===== config.mk =====
export PLATFORM = sky130hd
export DESIGN_NAME = load_store_unit_flat
export DESIGN_NICKNAME = d
export VERILOG_FILES = /design/src/rtl/ls_pkg.sv /design/src/rtl/ls_if.sv /design/src/rtl/ls_align.sv /design/src/rtl/load_store_unit.sv /design/src/flat_wrapper.sv
export SDC_FILE = /design/constraint.sdc
export NUM_CORES = 1
export LEC_CHECK = 0
export BUFFER_PORTS_ARGS = -buffer_cell sky130_fd_sc_hd__buf_4
export CORE_ASPECT_RATIO = 1.1
export CORE_MARGIN = 4
export CORE_UTILIZATION = 25
export DETAILED_ROUTE_END_ITERATION = 12
export SETUP_SLACK_MARGIN = 0.02
export SYNTH_ARGS = -nofsm -noshare
export SYNTH_HDL_FRONTEND = slang
export SYNTH_HIERARCHICAL = 1
export SYNTH_SLANG_ARGS = --single-unit

===== constraint.sdc =====
create_clock -name ls_clk -period 3.6 [get_ports ls_clk]
set_input_delay 0.36 -clock ls_clk [delete_from_list [all_inputs] [get_ports ls_clk]]
set_output_delay 0.36 -clock ls_clk [all_outputs]
set_load 0.05 [all_outputs]

===== src/rtl/ls_pkg.sv =====
// Shared constants for the load/store unit: funct3 codes and FSM states.
// Optional watchdog is enabled with LS_TIMEOUT_EN.
package ls_pkg;

  localparam logic [2:0] F3_LB  = 3'b000;
  localparam logic [2:0] F3_LH  = 3'b001;
  localparam logic [2:0] F3_LW  = 3'b010;
  localparam logic [2:0] F3_LBU = 3'b100;
  localparam logic [2:0] F3_LHU = 3'b101;

  typedef enum logic [1:0] {
    ST_IDLE,
    ST_REQ,
    ST_WAIT,
    ST_RESP
  } ls_state_e;

endpackage


===== src/rtl/ls_if.sv =====
// Data-memory bus between the load/store unit (master)
// and the data memory (slave).
interface ls_if #(
  parameter int AWIDTH = 5,
  parameter int DWIDTH = 32
);
  logic              ls_o_cyc;
  logic              ls_o_stb;
  logic              ls_o_we;
  logic              ls_o_rd;
  logic [AWIDTH-1:0] ls_o_load_addr;
  logic [AWIDTH-1:0] ls_o_store_addr;
  logic [DWIDTH-1:0] ls_o_data_store;
  logic [3:0]        ls_o_byte_enable;
  logic [DWIDTH-1:0] ls_i_read_data;
  logic              ls_i_ack;
  logic              ls_i_stall;

  modport master (
    output ls_o_cyc, ls_o_stb, ls_o_we, ls_o_rd,
    output ls_o_load_addr, ls_o_store_addr,
    output ls_o_data_store, ls_o_byte_enable,
    input  ls_i_read_data, ls_i_ack, ls_i_stall
  );

  modport slave (
    input  ls_o_cyc, ls_o_stb, ls_o_we, ls_o_rd,
    input  ls_o_load_addr, ls_o_store_addr,
    input  ls_o_data_store, ls_o_byte_enable,
    output ls_i_read_data, ls_i_ack, ls_i_stall
  );
endinterface


===== src/rtl/ls_align.sv =====
// Byte-lane steering: store lane enables/replication, load
// extraction with sign/zero extension, and alignment check.
module ls_align
  import ls_pkg::*;
(
  input  logic [2:0]  funct3_i,
  input  logic [1:0]  off_i,
  input  logic        store_i,
  input  logic [31:0] sd_i,
  input  logic [31:0] rdata_i,
  output logic [3:0]  be_o,
  output logic [31:0] sdata_o,
  output logic [31:0] ldata_o,
  output logic        mis_o
);

  logic        is_b;
  logic        is_h;
  logic        sx;
  logic [7:0]  byte_v;
  logic [15:0] half_v;

  assign is_b   = funct3_i[1:0] == F3_LB[1:0];
  assign is_h   = funct3_i[1:0] == F3_LH[1:0];
  assign sx     = ~funct3_i[2];
  assign byte_v = rdata_i[{off_i, 3'b000} +: 8];
  assign half_v = off_i[1] ? rdata_i[31:16]
                           : rdata_i[15:0];

  // Undefined funct3 codes fall through to word handling.
  always_comb begin
    be_o    = 4'b1111;
    sdata_o = sd_i;
    ldata_o = rdata_i;
    mis_o   = off_i != 2'b00;
    unique case (1'b1)
      is_b: begin
        mis_o   = 1'b0;
        ldata_o = {{24{sx & byte_v[7]}}, byte_v};
        if (store_i) begin
          be_o    = 4'b0001 << off_i;
          sdata_o = {4{sd_i[7:0]}};
        end
      end
      is_h: begin
        mis_o   = off_i[0];
        ldata_o = {{16{sx & half_v[15]}}, half_v};
        if (store_i) begin
          be_o    = 4'b0011 << off_i;
          sdata_o = {2{sd_i[15:0]}};
        end
      end
      default: ;
    endcase
  end

endmodule


===== src/rtl/load_store_unit.sv =====
// MEM-stage load/store unit: request capture, bus handshake, load
// writeback. Define LS_TIMEOUT_EN for the WAIT watchdog / ls_o_bus_err.
module load_store_unit
  import ls_pkg::*;
#(
  parameter int AWIDTH         = 5,
  parameter int DWIDTH         = 32,
  parameter int TIMEOUT_CYCLES = 16
) (
  input  logic              ls_clk,
  input  logic              ls_rst,
  input  logic              ls_i_valid,
  input  logic              ls_i_load,
  input  logic              ls_i_store,
  input  logic [2:0]        ls_i_funct3,
  input  logic [31:0]       ls_i_addr,
  input  logic [DWIDTH-1:0] ls_i_store_data,
  input  logic [4:0]        ls_i_rd_addr,
  output logic              ls_o_ready,
  output logic              ls_o_stall,
  output logic              ls_o_valid,
  output logic [DWIDTH-1:0] ls_o_load_data,
  output logic [4:0]        ls_o_rd_addr,
  output logic              ls_o_we_rd,
  output logic              ls_o_misaligned,
`ifdef LS_TIMEOUT_EN
  output logic              ls_o_bus_err,
`endif
  ls_if.master              bus
);

  ls_state_e           state_q, state_d;
  logic                store_q, store_d;
  logic [2:0]          f3_q, f3_d;
  logic [AWIDTH+1:0]   addr_q, addr_d;
  logic [DWIDTH-1:0]   sd_q, sd_d;
  logic [4:0]          rd_q, rd_d;
  logic                mis_q, mis_d;
  logic [DWIDTH-1:0]   ld_q, ld_d;
  logic                err;

`ifdef LS_TIMEOUT_EN
  localparam int CW = $clog2(TIMEOUT_CYCLES + 1);
  logic          err_q, err_d;
  logic [CW-1:0] cnt_q, cnt_d;
  assign err          = err_q;
  assign ls_o_bus_err = (state_q == ST_RESP) & err_q;
`else
  localparam int unused_tmo = TIMEOUT_CYCLES;
  assign err = 1'b0;
`endif

  logic unused_addr;
  assign unused_addr = ^ls_i_addr[31:AWIDTH+2];

  logic        idle;
  logic        busy;
  logic        accept;
  logic [2:0]  f3_s;
  logic [1:0]  off_s;
  logic        st_s;
  logic [31:0] sd_s;
  logic [3:0]  a_be;
  logic [31:0] a_sdata;
  logic [31:0] a_ldata;
  logic        a_mis;

  assign idle   = state_q == ST_IDLE;
  assign busy   = (state_q == ST_REQ)
                | (state_q == ST_WAIT);
  assign accept = ls_i_valid
                & (ls_i_load | ls_i_store);

  // Aligner sees the live request in IDLE, the captured one after.
  assign f3_s  = idle ? ls_i_funct3 : f3_q;
  assign off_s = idle ? ls_i_addr[1:0] : addr_q[1:0];
  assign st_s  = idle ? ls_i_store : store_q;
  assign sd_s  = idle ? ls_i_store_data : sd_q;

  ls_align u_align (
    .funct3_i (f3_s),
    .off_i    (off_s),
    .store_i  (st_s),
    .sd_i     (sd_s),
    .rdata_i  (bus.ls_i_read_data),
    .be_o     (a_be),
    .sdata_o  (a_sdata),
    .ldata_o  (a_ldata),
    .mis_o    (a_mis)
  );

  always_comb begin
    state_d = state_q;
    store_d = store_q;
    f3_d    = f3_q;
    addr_d  = addr_q;
    sd_d    = sd_q;
    rd_d    = rd_q;
    mis_d   = mis_q;
    ld_d    = ld_q;
`ifdef LS_TIMEOUT_EN
    err_d   = err_q;
    cnt_d   = cnt_q;
`endif
    unique case (state_q)
      ST_IDLE: begin
        if (accept) begin
          store_d = ls_i_store;
          f3_d    = ls_i_funct3;
          addr_d  = ls_i_addr[AWIDTH+1:0];
          sd_d    = ls_i_store_data;
          rd_d    = ls_i_rd_addr;
          mis_d   = a_mis;
          ld_d    = '0;
`ifdef LS_TIMEOUT_EN
          err_d   = 1'b0;
`endif
          state_d = a_mis ? ST_RESP : ST_REQ;
        end
      end
      ST_REQ: begin
        if (!bus.ls_i_stall) begin
          state_d = ST_WAIT;
`ifdef LS_TIMEOUT_EN
          cnt_d   = '0;
`endif
        end
      end
      ST_WAIT: begin
        if (bus.ls_i_ack) begin
          ld_d    = store_q ? '0 : a_ldata;
          state_d = ST_RESP;
        end
`ifdef LS_TIMEOUT_EN
        else if (cnt_q == CW'(TIMEOUT_CYCLES - 1)) begin
          err_d   = 1'b1;
          state_d = ST_RESP;
        end else begin
          cnt_d = cnt_q + 1'b1;
        end
`endif
      end
      ST_RESP: state_d = ST_IDLE;
      default: state_d = ST_IDLE;
    endcase
  end

  always_ff @(posedge ls_clk) begin
    if (ls_rst) begin
      state_q <= ST_IDLE;
      store_q <= 1'b0;
      f3_q    <= '0;
      addr_q  <= '0;
      sd_q    <= '0;
      rd_q    <= '0;
      mis_q   <= 1'b0;
      ld_q    <= '0;
`ifdef LS_TIMEOUT_EN
      err_q   <= 1'b0;
      cnt_q   <= '0;
`endif
    end else begin
      state_q <= state_d;
      store_q <= store_d;
      f3_q    <= f3_d;
      addr_q  <= addr_d;
      sd_q    <= sd_d;
      rd_q    <= rd_d;
      mis_q   <= mis_d;
      ld_q    <= ld_d;
`ifdef LS_TIMEOUT_EN
      err_q   <= err_d;
      cnt_q   <= cnt_d;
`endif
    end
  end

  assign ls_o_ready      = idle;
  assign ls_o_stall      = ~idle;
  assign ls_o_valid      = state_q == ST_RESP;
  assign ls_o_load_data  = ls_o_valid ? ld_q : '0;
  assign ls_o_rd_addr    = rd_q;
  assign ls_o_misaligned = ls_o_valid & mis_q;
  assign ls_o_we_rd      = ls_o_valid & ~store_q
                         & ~mis_q & ~err;

  // we/rd stay valid through WAIT; stb only in REQ.
  assign bus.ls_o_cyc         = busy;
  assign bus.ls_o_stb         = state_q == ST_REQ;
  assign bus.ls_o_we          = busy & store_q;
  assign bus.ls_o_rd          = busy & ~store_q;
  assign bus.ls_o_load_addr   = busy ? addr_q[AWIDTH+1:2] : '0;
  assign bus.ls_o_store_addr  = busy ? addr_q[AWIDTH+1:2] : '0;
  assign bus.ls_o_data_store  = (busy & store_q) ? a_sdata : '0;
  assign bus.ls_o_byte_enable = busy ? a_be : 4'b0000;

endmodule


===== src/flat_wrapper.sv =====
// flat-port wrapper written by rule: the top's interface ports become plain ports
module load_store_unit_flat import ls_pkg::*;
#(
  parameter int AWIDTH         = 5,
  parameter int DWIDTH         = 32,
  parameter int TIMEOUT_CYCLES = 16
)
  (ls_clk, ls_rst, ls_i_valid, ls_i_load, ls_i_store, ls_i_funct3, ls_i_addr, ls_i_store_data, ls_i_rd_addr, ls_o_ready, ls_o_stall, ls_o_valid, ls_o_load_data, ls_o_rd_addr, ls_o_we_rd, ls_o_misaligned, bus_ls_o_cyc, bus_ls_o_stb, bus_ls_o_we, bus_ls_o_rd, bus_ls_o_load_addr, bus_ls_o_store_addr, bus_ls_o_data_store, bus_ls_o_byte_enable, bus_ls_i_read_data, bus_ls_i_ack, bus_ls_i_stall);
  ls_if #(.AWIDTH(AWIDTH), .DWIDTH(DWIDTH)) bus_i ();
  input  logic ls_clk;
  input  logic ls_rst;
  input  logic ls_i_valid;
  input  logic ls_i_load;
  input  logic ls_i_store;
  input  logic [2:0] ls_i_funct3;
  input  logic [31:0] ls_i_addr;
  input  logic [DWIDTH-1:0] ls_i_store_data;
  input  logic [4:0] ls_i_rd_addr;
  output logic ls_o_ready;
  output logic ls_o_stall;
  output logic ls_o_valid;
  output logic [DWIDTH-1:0] ls_o_load_data;
  output logic [4:0] ls_o_rd_addr;
  output logic ls_o_we_rd;
  output logic ls_o_misaligned;
  output wire logic [$bits(bus_i.ls_o_cyc)-1:0] bus_ls_o_cyc;
  output wire logic [$bits(bus_i.ls_o_stb)-1:0] bus_ls_o_stb;
  output wire logic [$bits(bus_i.ls_o_we)-1:0] bus_ls_o_we;
  output wire logic [$bits(bus_i.ls_o_rd)-1:0] bus_ls_o_rd;
  output wire logic [$bits(bus_i.ls_o_load_addr)-1:0] bus_ls_o_load_addr;
  output wire logic [$bits(bus_i.ls_o_store_addr)-1:0] bus_ls_o_store_addr;
  output wire logic [$bits(bus_i.ls_o_data_store)-1:0] bus_ls_o_data_store;
  output wire logic [$bits(bus_i.ls_o_byte_enable)-1:0] bus_ls_o_byte_enable;
  input wire logic [$bits(bus_i.ls_i_read_data)-1:0] bus_ls_i_read_data;
  input wire logic [$bits(bus_i.ls_i_ack)-1:0] bus_ls_i_ack;
  input wire logic [$bits(bus_i.ls_i_stall)-1:0] bus_ls_i_stall;
  assign bus_ls_o_cyc = bus_i.ls_o_cyc;
  assign bus_ls_o_stb = bus_i.ls_o_stb;
  assign bus_ls_o_we = bus_i.ls_o_we;
  assign bus_ls_o_rd = bus_i.ls_o_rd;
  assign bus_ls_o_load_addr = bus_i.ls_o_load_addr;
  assign bus_ls_o_store_addr = bus_i.ls_o_store_addr;
  assign bus_ls_o_data_store = bus_i.ls_o_data_store;
  assign bus_ls_o_byte_enable = bus_i.ls_o_byte_enable;
  assign bus_i.ls_i_read_data = bus_ls_i_read_data;
  assign bus_i.ls_i_ack = bus_ls_i_ack;
  assign bus_i.ls_i_stall = bus_ls_i_stall;
  load_store_unit #(.AWIDTH(AWIDTH), .DWIDTH(DWIDTH), .TIMEOUT_CYCLES(TIMEOUT_CYCLES)) u_core (.ls_clk(ls_clk), .ls_rst(ls_rst), .ls_i_valid(ls_i_valid), .ls_i_load(ls_i_load), .ls_i_store(ls_i_store), .ls_i_funct3(ls_i_funct3), .ls_i_addr(ls_i_addr), .ls_i_store_data(ls_i_store_data), .ls_i_rd_addr(ls_i_rd_addr), .ls_o_ready(ls_o_ready), .ls_o_stall(ls_o_stall), .ls_o_valid(ls_o_valid), .ls_o_load_data(ls_o_load_data), .ls_o_rd_addr(ls_o_rd_addr), .ls_o_we_rd(ls_o_we_rd), .ls_o_misaligned(ls_o_misaligned), .bus(bus_i));
endmodule

# Yosys cells after proc, flatten, opt, wreduce, memory -nomap -nowiden

Cells that the tools add are included.

Equality and inequality tests: 7
Shift-type cells: 3
Multiplexer cells: 26
Bitwise operators: 14
Reductions and logical operators: 7

Operator list:

| kind                  | count |
|---|---|
| $mux W32              | 8 |
| $pmux W32 S2          | 3 |
| $shiftx A32 B6 Y8     | 1 |
| $mux W16              | 1 |
| $mux W4               | 3 |
| $mux W2               | 5 |
| $and A1 B1 Y1         | 8 |
| $pmux W2 S4           | 1 |
| $pmux W4 S2           | 1 |
| $ne A2 B2 Y1 const B  | 3 |
| $reduce_and A3 Y1     | 2 |
| $mux W5               | 1 |
| $eq A2 B1 Y1 const B  | 2 |
| $eq A2 B2 Y1 const B  | 2 |
| $logic_not A2 Y1      | 2 |
| $not A1 Y1            | 4 |
| $reduce_bool A2 Y1    | 2 |
| $shl A1 B2 Y4 const A | 1 |
| $shl A2 B2 Y4 const A | 1 |
| $mux W3               | 1 |
| $or A1 B1 Y1          | 2 |
| $pmux W1 S2           | 1 |
| $reduce_and A2 Y1     | 1 |
| $mux W1               | 1 |

Register bits after elaboration: 83
Input bits: 111
Output and inout port bits: 92
Logic and storage cells: 65

# Longest topological paths before layout

Gate-level depths: netlist of run 1.

Depth after elaboration: 8
Mapped depth: 13
Depth with buffers taken out: 9

# By module

Netlist of run 1, hierarchy kept.

By module, submodules not included:

| module          | instances | cells an instance | area each (um2) | seq. area each (um2) |
|---|---|---|---|---|
| load_store_unit | 1         | 510               | 4,316.6         | 1,661.6 |
| ls_align        | 1         | 209               | 1,244.9         | 0.0 |

# Worst setup path after synthesis of run 1

No wires, ideal clock.

Kind: flip-flop to flip-flop
Start point: reg u_core.state_q[0]
End point: reg u_core.ld_q[18]
Setup time: 72 ps
Data arrival time: 3,275 ps
Required time: 3,528 ps
Setup slack: 254 ps
Cell stages (with the launch flop): 14
Buffers on the path: 4
Period minus slack after synthesis: 3,346 ps
Cell sequence: dfxtp_1 -> inv_1 -> ha_1 -> buf_2 -> buf_2 -> mux2_2 -> buf_4 -> mux2i_1 -> a211oi_1 -> nand2_1 -> buf_2 -> nand2_1 -> or4bb_1 -> mux2i_1

Word-level cells in the longest chain between the ends: 8
Elaborated cells on any way between the ends: 19
Classes of those cells: eq/ne (4); shift (1); mux (7); bitwise (3); reduce/logical (4)

Ends and longest elaborated chain:

| element                                       | line                           | source |
|---|---|---|
| start, declared                               | load_store_unit.sv:32          | `ls_state_e state_q, state_d;` |
| start signal, assigned                        | load_store_unit.sv:163         | `state_q <= state_d;` |
| $logic_not A2 Y1 *                            | load_store_unit.sv:68          | `assign idle = state_q == ST_IDLE;` |
| named net ls_o_ready                          | flat_wrapper.sv:19             | `output logic ls_o_ready;` |
| $mux W2 *                                     | load_store_unit.sv:76          | `assign off_s = idle ? ls_i_addr[1:0] : addr_q[1:0];` |
| named net u_core.off_s[1]                     | load_store_unit.sv:60          | `logic [1:0] off_s;` |
| $shiftx A32 B6 Y8 or $mux W16 (tied branches) | ls_align.sv:26, ls_align.sv:27 |  |
| $and A1 B1 Y1 (on tied branches)              | ls_align.sv:39, ls_align.sv:47 |  |
| $pmux W32 S2 *                                | ls_align.sv:36                 | `unique case (1'b1)` |
| named net u_core.a_ldata[18]                  | load_store_unit.sv:65          | `logic [31:0] a_ldata;` |
| $mux W32 *                                    | load_store_unit.sv:131         | `ld_d = store_q ? '0 : a_ldata;` |
| $mux W32 *                                    | load_store_unit.sv:130         | `if (bus.ls_i_ack) begin` |
| $pmux W32 S2 *                                | load_store_unit.sv:105         | `unique case (state_q)` |
| end signal, assigned                          | load_store_unit.sv:170         | `ld_q <= ld_d;` |
| end, declared                                 | load_store_unit.sv:39          | `logic [DWIDTH-1:0] ld_q, ld_d;` |

The timed path passes the listed nets; every way through them passes the cells marked *. The select of a mux whose other input is x is not followed.
A chain may end at the register's enable or synchronous reset.

# Worst setup path after layout of run 1

Start point: reg u_core.state_q[0]
End point: out bus_ls_o_data_store[28]

Word-level cells in the longest chain between the ends: 5
Elaborated cells on any way between the ends: 14
Classes of those cells: eq/ne (3); mux (7); bitwise (2); reduce/logical (2)

Ends and longest elaborated chain:

| element                      | line                   | source |
|---|---|---|
| $logic_not A2 Y1             | load_store_unit.sv:68  |  |
| $mux W32                     | load_store_unit.sv:78  | `assign sd_s = idle ? ls_i_store_data : sd_q;` |
| named net u_core.sd_s[4]     | load_store_unit.sv:62  | `logic [31:0] sd_s;` |
| $mux W32                     | ls_align.sv:40         | `if (store_i) begin` |
| $pmux W32 S2                 | ls_align.sv:36         |  |
| named net u_core.a_sdata[28] | load_store_unit.sv:64  | `logic [31:0] a_sdata;` |
| $mux W32                     | load_store_unit.sv:194 | `assign bus.ls_o_data_store = (busy & store_q) ? a_sdata : '0;` |
| end, declared                | flat_wrapper.sv:32     | `output wire logic [$bits(bus_i.ls_o_data_store)-1:0] bus_ls_o_data_store;` |

The timed path passes the listed nets, and every way through them passes these cells.

==> impl_metrics.yaml, run 1 <==
outcome:
  status: "finished, final reports clean"
cts:
  cts_inserted_buffers: 9
  postCtsSetupBuffers: 0
  cts.sinks: 83
  h-tree-depth: 3
  clockBufferDepth: 2
  holdBufCountCts: 0
  clkTransAtPathRegs_ns: 0.07
  cts_root_buf: "clkbuf_16"
  clk_latency_ns: 0.35
  cts_resized: 0
  cts_tree: "built"
power_and_ir_drop:
  power.density_nw_per_um2: 753
  p_total_uw: 5480
  p_leak_uw: 0.00336
  ir_drop_mv: 0.379
finish:
  final_nets: 968
  utilization: 0.337
  layout.cells.most_common: "nand2_1"
  n_fill_cell: 2304
  syn_to_final_growth_pct: 30.7
  final_cell_mix: "nand2_1, buf_4, dfxtp_1, a21oi_1, mux2i_1"
  num_antenna_cells: 0
  drive_gt1_frac: 0.305
setup_path:
  cp.arrival_ns: 2.97
  start_kind: "register"
  cpMaxStageDelayCell: "mux2_2"
  path_class: "register to output port"
  reg2reg_slack_ns: 0.84
  r2r_start: "u_core/state_q[0]"
  crit_path_max_incr_delay_ns: 0.44
  reg2reg_depth: 9
  r2r_end: "u_core/ld_q[5]"
  end_kind: "output port"
  cpMostUsedCell: "buf_4"
  critPathMaxFanout: 28
  required_ns: 3.24
  crit_chain: "inv_1 -> ha_2 -> buf_4 -> buf_4 -> mux2_2 -> mux2i_1 -> o21ai_0 -> and3_1 -> buf_4"
floorplanning:
  num_rows: 56
  die_h_um: 164
  core_area_sq_um: 21600
  initial_core_util: 0.258
  io_pins: 203
  die-area_sq_um: 24700
  dieWidth_um: 150
routing:
  routedWlPerCell_um: 15.9
  detail-route-antenna-nets: 0
  route.met3.wl_mm: 1.69
  dr_wl_met2_mm: 8.51
  vias: 5239
  top_layer: "met4"
  drtIter0Drc: 289
  drc_errors: 0
  wirelength_mm: 18.2
  drtPass1Iterations: 4
  wl_met1_mm: 7.74
  vias_per_cell: 4.58
flow_run:
  drv_cap: 0
timing:
  period_share: 0.926
  relSlewSlack: 0.405
  fmax_mhz: 300
  hold_viol_final: 0
  slew_violations: 0
  tns_ns: 0
  skew_ns: 0.0121
  finalCriticalPeriod_ns: 3.33
  rsz0062_at_grt: "no"
  setup_viol: 0
  worst_slew_pin_slew_ns: 0.892
logic_synthesis:
  ys.flop_type: "dfxtp_1"
  synth_seq_area_share: 0.299
  synth_area_leaders: "dfxtp_1, nand2_1, mux2_2"
  synth_warnings: 6
  synth-seq-cells: 83
  synth_fp_nets: 839
  async_flop_share: 0
  avgSynthCellArea_sq_um: 7.74
  synth_top_area_share: 0.299
  synthCells: 719
  ys_types: 41
  synth_edf_count: 0
  synth_area_sq_um: 5560
  synth_top_area_cell: "dfxtp_1"
placement:
  gp_congestion: 0.907
  hpwl_mm: 12.8
  port_buffers: 177
global_routing:
  grt_max_degree: 87
  grt_pass1_wl_mm: 27.8
  overflow: 0
  antenna_found_initial: 0
  grt_usage: 0.143
  grt_pass1_vias: 5042
hold_path:
  min_path_type: "input pin to register"
  hp-start: "ls_i_rd_addr[3]"
  holdPathStages: 3
  hold_end: "u_core/ls_o_rd_addr[3]"
[area by class of cell]
class	count	area, sq um	share of cell area
multi-input combinational	558	3460	0.477
sequential	83	1660	0.229
tap	290	363	0.0499
clock buffer	10	229	0.0315
clock inverter	6	90.1	0.0124
timing repair buffer	189	1430	0.197
inverter	7	30.0	0.00413
[sequential cells by signal, indices dropped and copies added (netlist names)]
register and flops:
u_core/ls_o_rd_addr 5, u_core/mis_q 1, u_core/ld_q 32, u_core/store_q 1, u_core/sd_q 32, u_core/state_q 2
u_core/f3_q 3, u_core/addr_q 7
[power by group]
group	internal (uW)	leakage, uW	switching [uW]
Clock	610	0.000153	411
Sequential	1040	0.000675	59.8
Combinational	1250	0.00254	2110
[cells in the mapped netlist (4+ instances only)]
cell	number
o22ai_1	4
and2_1	43
nor2b_1	11
a21oi_1	51
nand2_1	212
and3_1	32
ha_1	9
nor2_1	7
a221o_1	7
nand2b_1	40
o21ai_0	13
buf_2	19
dfxtp_1	83
buf_4	18
a221oi_1	4
mux2i_1	50
clkbuf_1	29
mux2_2	47
inv_1	6
a22oi_1	5
[per-stage QoR]
| stage | setup slack, ns | hold slack [ns] | instances | instance area (sq um) |
|---|---|---|---|---|
| after detailed placement | 0.612 | 0.444 | 1127 | 6950 |
| after floorplan | 0.254 | 0.432 | 719 | 5560 |
| after CTS | 0.210 | 0.235 | 1143 | 7260 |
| final | 0.267 | 0.255 | 1143 | 7270 |
| after global routing | 0.0664 | 0.243 | 1143 | 7270 |
| after global placement | 0.587 | 0.439 | 1127 | 6950 |
[worst max-delay path by stage]
stage,end,from,slack (ns)
detailed placement,bus_ls_o_data_store[28],u_core/state_q[0],0.61
floorplan,u_core/ld_q[18],u_core/state_q[0],0.25
CTS,bus_ls_o_data_store[28],u_core/state_q[0],0.21
global route,bus_ls_o_byte_enable[2],u_core/state_q[1],0.07
finish,bus_ls_o_data_store[28],u_core/state_q[0],0.27
global placement,bus_ls_o_data_store[28],u_core/state_q[0],0.59
[critical path: cells and delay by family, from the launching register on]
kind / cells / cell delay (ns)
simple gates: 1 / 0.20
compound gates: 1 / 0.11
fa+ha+maj: 1 / 0.36
mux: 2 / 0.63
flops: 1 / 0.33
buf+inv: 4 / 0.96
[cell families after synthesis]
logic type / Yosys count / share of synthesized area
and+or+nand+nor: 354 / 0.305
muxes: 98 / 0.187
AOI/OAI and AO/OA: 97 / 0.109
DFF: 83 / 0.299
buffers and inverters: 78 / 0.0805
adders and majority gates: 9 / 0.0202
[per-layer routing]
| layer | vias to the layer above | global-route usage |
|---|---|---|
| met2 | 199 | 0.238 |
| met5 | - | 0 |
| li1 | 2635 | - |
| met1 | 2390 | 0.180 |
| met3 | 15 | 0.0423 |
| met4 | 0 | 0.0437 |
Power figures use the tool's default switching activity.
==> run 2: changes to the inputs <==
--- a/config.mk
+++ b/config.mk
@@ -10,6 +10,7 @@
 export CORE_MARGIN = 4
 export CORE_UTILIZATION = 25
 export DETAILED_ROUTE_END_ITERATION = 12
+export MAX_ROUTING_LAYER = met4
 export SETUP_SLACK_MARGIN = 0.02
 export SYNTH_ARGS = -nofsm -noshare
 export SYNTH_HDL_FRONTEND = slang
==> impl_metrics.yaml, run 2 (synthesis results as in run 1) <==
outcome:
  status: "finished, final reports clean"
finish:
  register_area_sq_um: 1660
  n_fill_cell: 2304
  reg_top3: "u_core/ld_q x32, u_core/sd_q x32, u_core/addr_q x7"
  syn_to_final_growth_pct: 30.7
  final_nets: 968
  finalInstanceArea_sq_um: 7270
  num_antenna_cells: 0
  final_cell_mix: "nand2_1, buf_4, dfxtp_1, a21oi_1, mux2i_1"
  layout.cells.most_common: "nand2_1"
  multiInputGateArea_sq_um: 3460
  drive_gt1_frac: 0.305
setup_path:
  crit_path_start: "u_core/state_q[0]"
  start_kind: "register"
  cpMostUsedCell: "buf_4"
  cp.arrival_ns: 2.97
  reg2reg_slack_ns: 0.83
  end_kind: "output port"
  reg2reg_depth: 9
  cpMaxStageDelayCell: "mux2_2"
  path_class: "register to output port"
  required_ns: 3.24
  crit_chain: "inv_1 -> ha_2 -> buf_4 -> buf_4 -> mux2_2 -> mux2i_1 -> o21ai_0 -> and3_1 -> buf_4"
  critPathMaxFanout: 28
  r2r_end: "u_core/ld_q[5]"
  crit_path_max_incr_delay_ns: 0.44
  r2r_start: "u_core/state_q[0]"
floorplanning:
  die_h_um: 164
  die-area_sq_um: 24700
  initial_core_util: 0.258
  dieWidth_um: 150
  core_area_sq_um: 21600
  num_rows: 56
  io_pins: 203
placement:
  hpwl_mm: 12.8
  placed_area_sq_um: 6950
  gp_congestion: 0.923
  port_buffers: 177
timing:
  relSlewSlack: 0.404
  slew_violations: 0
  setup_viol: 0
  worst_slew_pin_slew_ns: 0.894
  rsz0062_at_grt: "no"
  finalCriticalPeriod_ns: 3.33
  hold_viol_final: 0
  timing.hold.ws_ns: 0.253
  fmax_mhz: 301
  period_share: 0.924
  skew_ns: 0.0127
  tns_ns: 0
routing:
  routedWlPerCell_um: 15.9
  vias_per_cell: 4.58
  drtIter0Drc: 259
  wirelength_mm: 18.2
  vias: 5238
  drtPass1Iterations: 4
  drc_errors: 0
  detail-route-antenna-nets: 0
power_and_ir_drop:
  ir_drop_mv: 0.380
  p_leak_uw: 0.00336
  power.density_nw_per_um2: 754
  p_total_uw: 5480
global_routing:
  grtUsageMet2: 0.238
  grt_pass1_wl_mm: 27.8
  grtUsageMet3: 0.0368
  antenna_found_initial: 0
  overflow: 0
  busiest_layer: "met2"
  grt_max_degree: 87
  grt_usage: 0.147
  grt_pass1_vias: 5048
  met1_usage: 0.183
hold_path:
  hold_end: "u_core/ls_o_rd_addr[4]"
  min_path_type: "input pin to register"
  holdPathStages: 3
  hp-start: "ls_i_rd_addr[4]"
cts:
  holdBufCountCts: 0
  cts_inserted_buffers: 9
  clkTransAtPathRegs_ns: 0.07
  cts.sinks: 83
  cts_tree: "built"
  clk_latency_ns: 0.35
  h-tree-depth: 3
  clockBufferDepth: 2
  cts_root_buf: "clkbuf_16"
flow_run:
  drv_cap: 0
run 2: cell counts in the layout (fill, tap and decap cells not counted):
No cell type changed its count.
run 2: layout make-up:
type,instances,share of cell area
Tap cell,290,0.0499
Sequential cell,83,0.229
Clock buffer,10,0.0315
Inverter,7,0.00413
Clock inverter,6,0.0124
Multi-Input combinational cell,558,0.477
Timing Repair Buffer,189,0.197
run 2: report_power, final:
| part | total, uW | internal (uW) | switching [uW] |
|---|---|---|---|
| clock | 1020 | 610 | 409 |
| sequential | 1100 | 1040 | 59.6 |
| combinational | 3360 | 1250 | 2110 |
| total | 5480 | 2900 | 2580 |
run 2: routing by layer:
layer / wire length [um] / share of wire / up-vias
li1: - / - / 2634
met1: 7910 / 0.43 / 2405
met2: 8540 / 0.47 / 187
met3: 1560 / 0.086 / 12
met4: 199 / 0.011 / 0
met5: 0 / 0 / -
run 2: repair_timing:
action | in CTS | in global routing
resized for setup | 0 | 1
setup endpoints to repair | 0 | 1
buffers inserted | 0 | 0
hold endpoints to repair | 0 | 0
run 2: stage by stage:
stage                      util  worst slack (ns)  cells
after floorplan               -             0.254    719
after global placement    0.322             0.587   1127
after detailed placement  0.322             0.612   1127
after CTS                 0.337             0.210   1143
after global routing      0.337            0.0920   1143
final                     0.337             0.273   1143
run 2: worst max-delay path by stage:
| stage | endpoint | cells after the start |
|---|---|---|
| 2_1_floorplan | u_core/ld_q[18] | 13 |
| 3_3_place_gp | bus_ls_o_data_store[28] | 9 |
| 3_5_place_dp | bus_ls_o_data_store[28] | 9 |
| 4_1_cts | bus_ls_o_data_store[28] | 9 |
| 5_1_grt | bus_ls_o_byte_enable[2] | 9 |
| 6_report | bus_ls_o_data_store[28] | 9 |
run 2: critical path, delay by kind of cell (launching register included):
kind | cells | cell delay, ns
mux | 2 | 0.63
compound gates | 1 | 0.11
simple gates | 1 | 0.20
flops | 1 | 0.33
buf+inv | 4 | 0.97
fa+ha+maj | 1 | 0.35
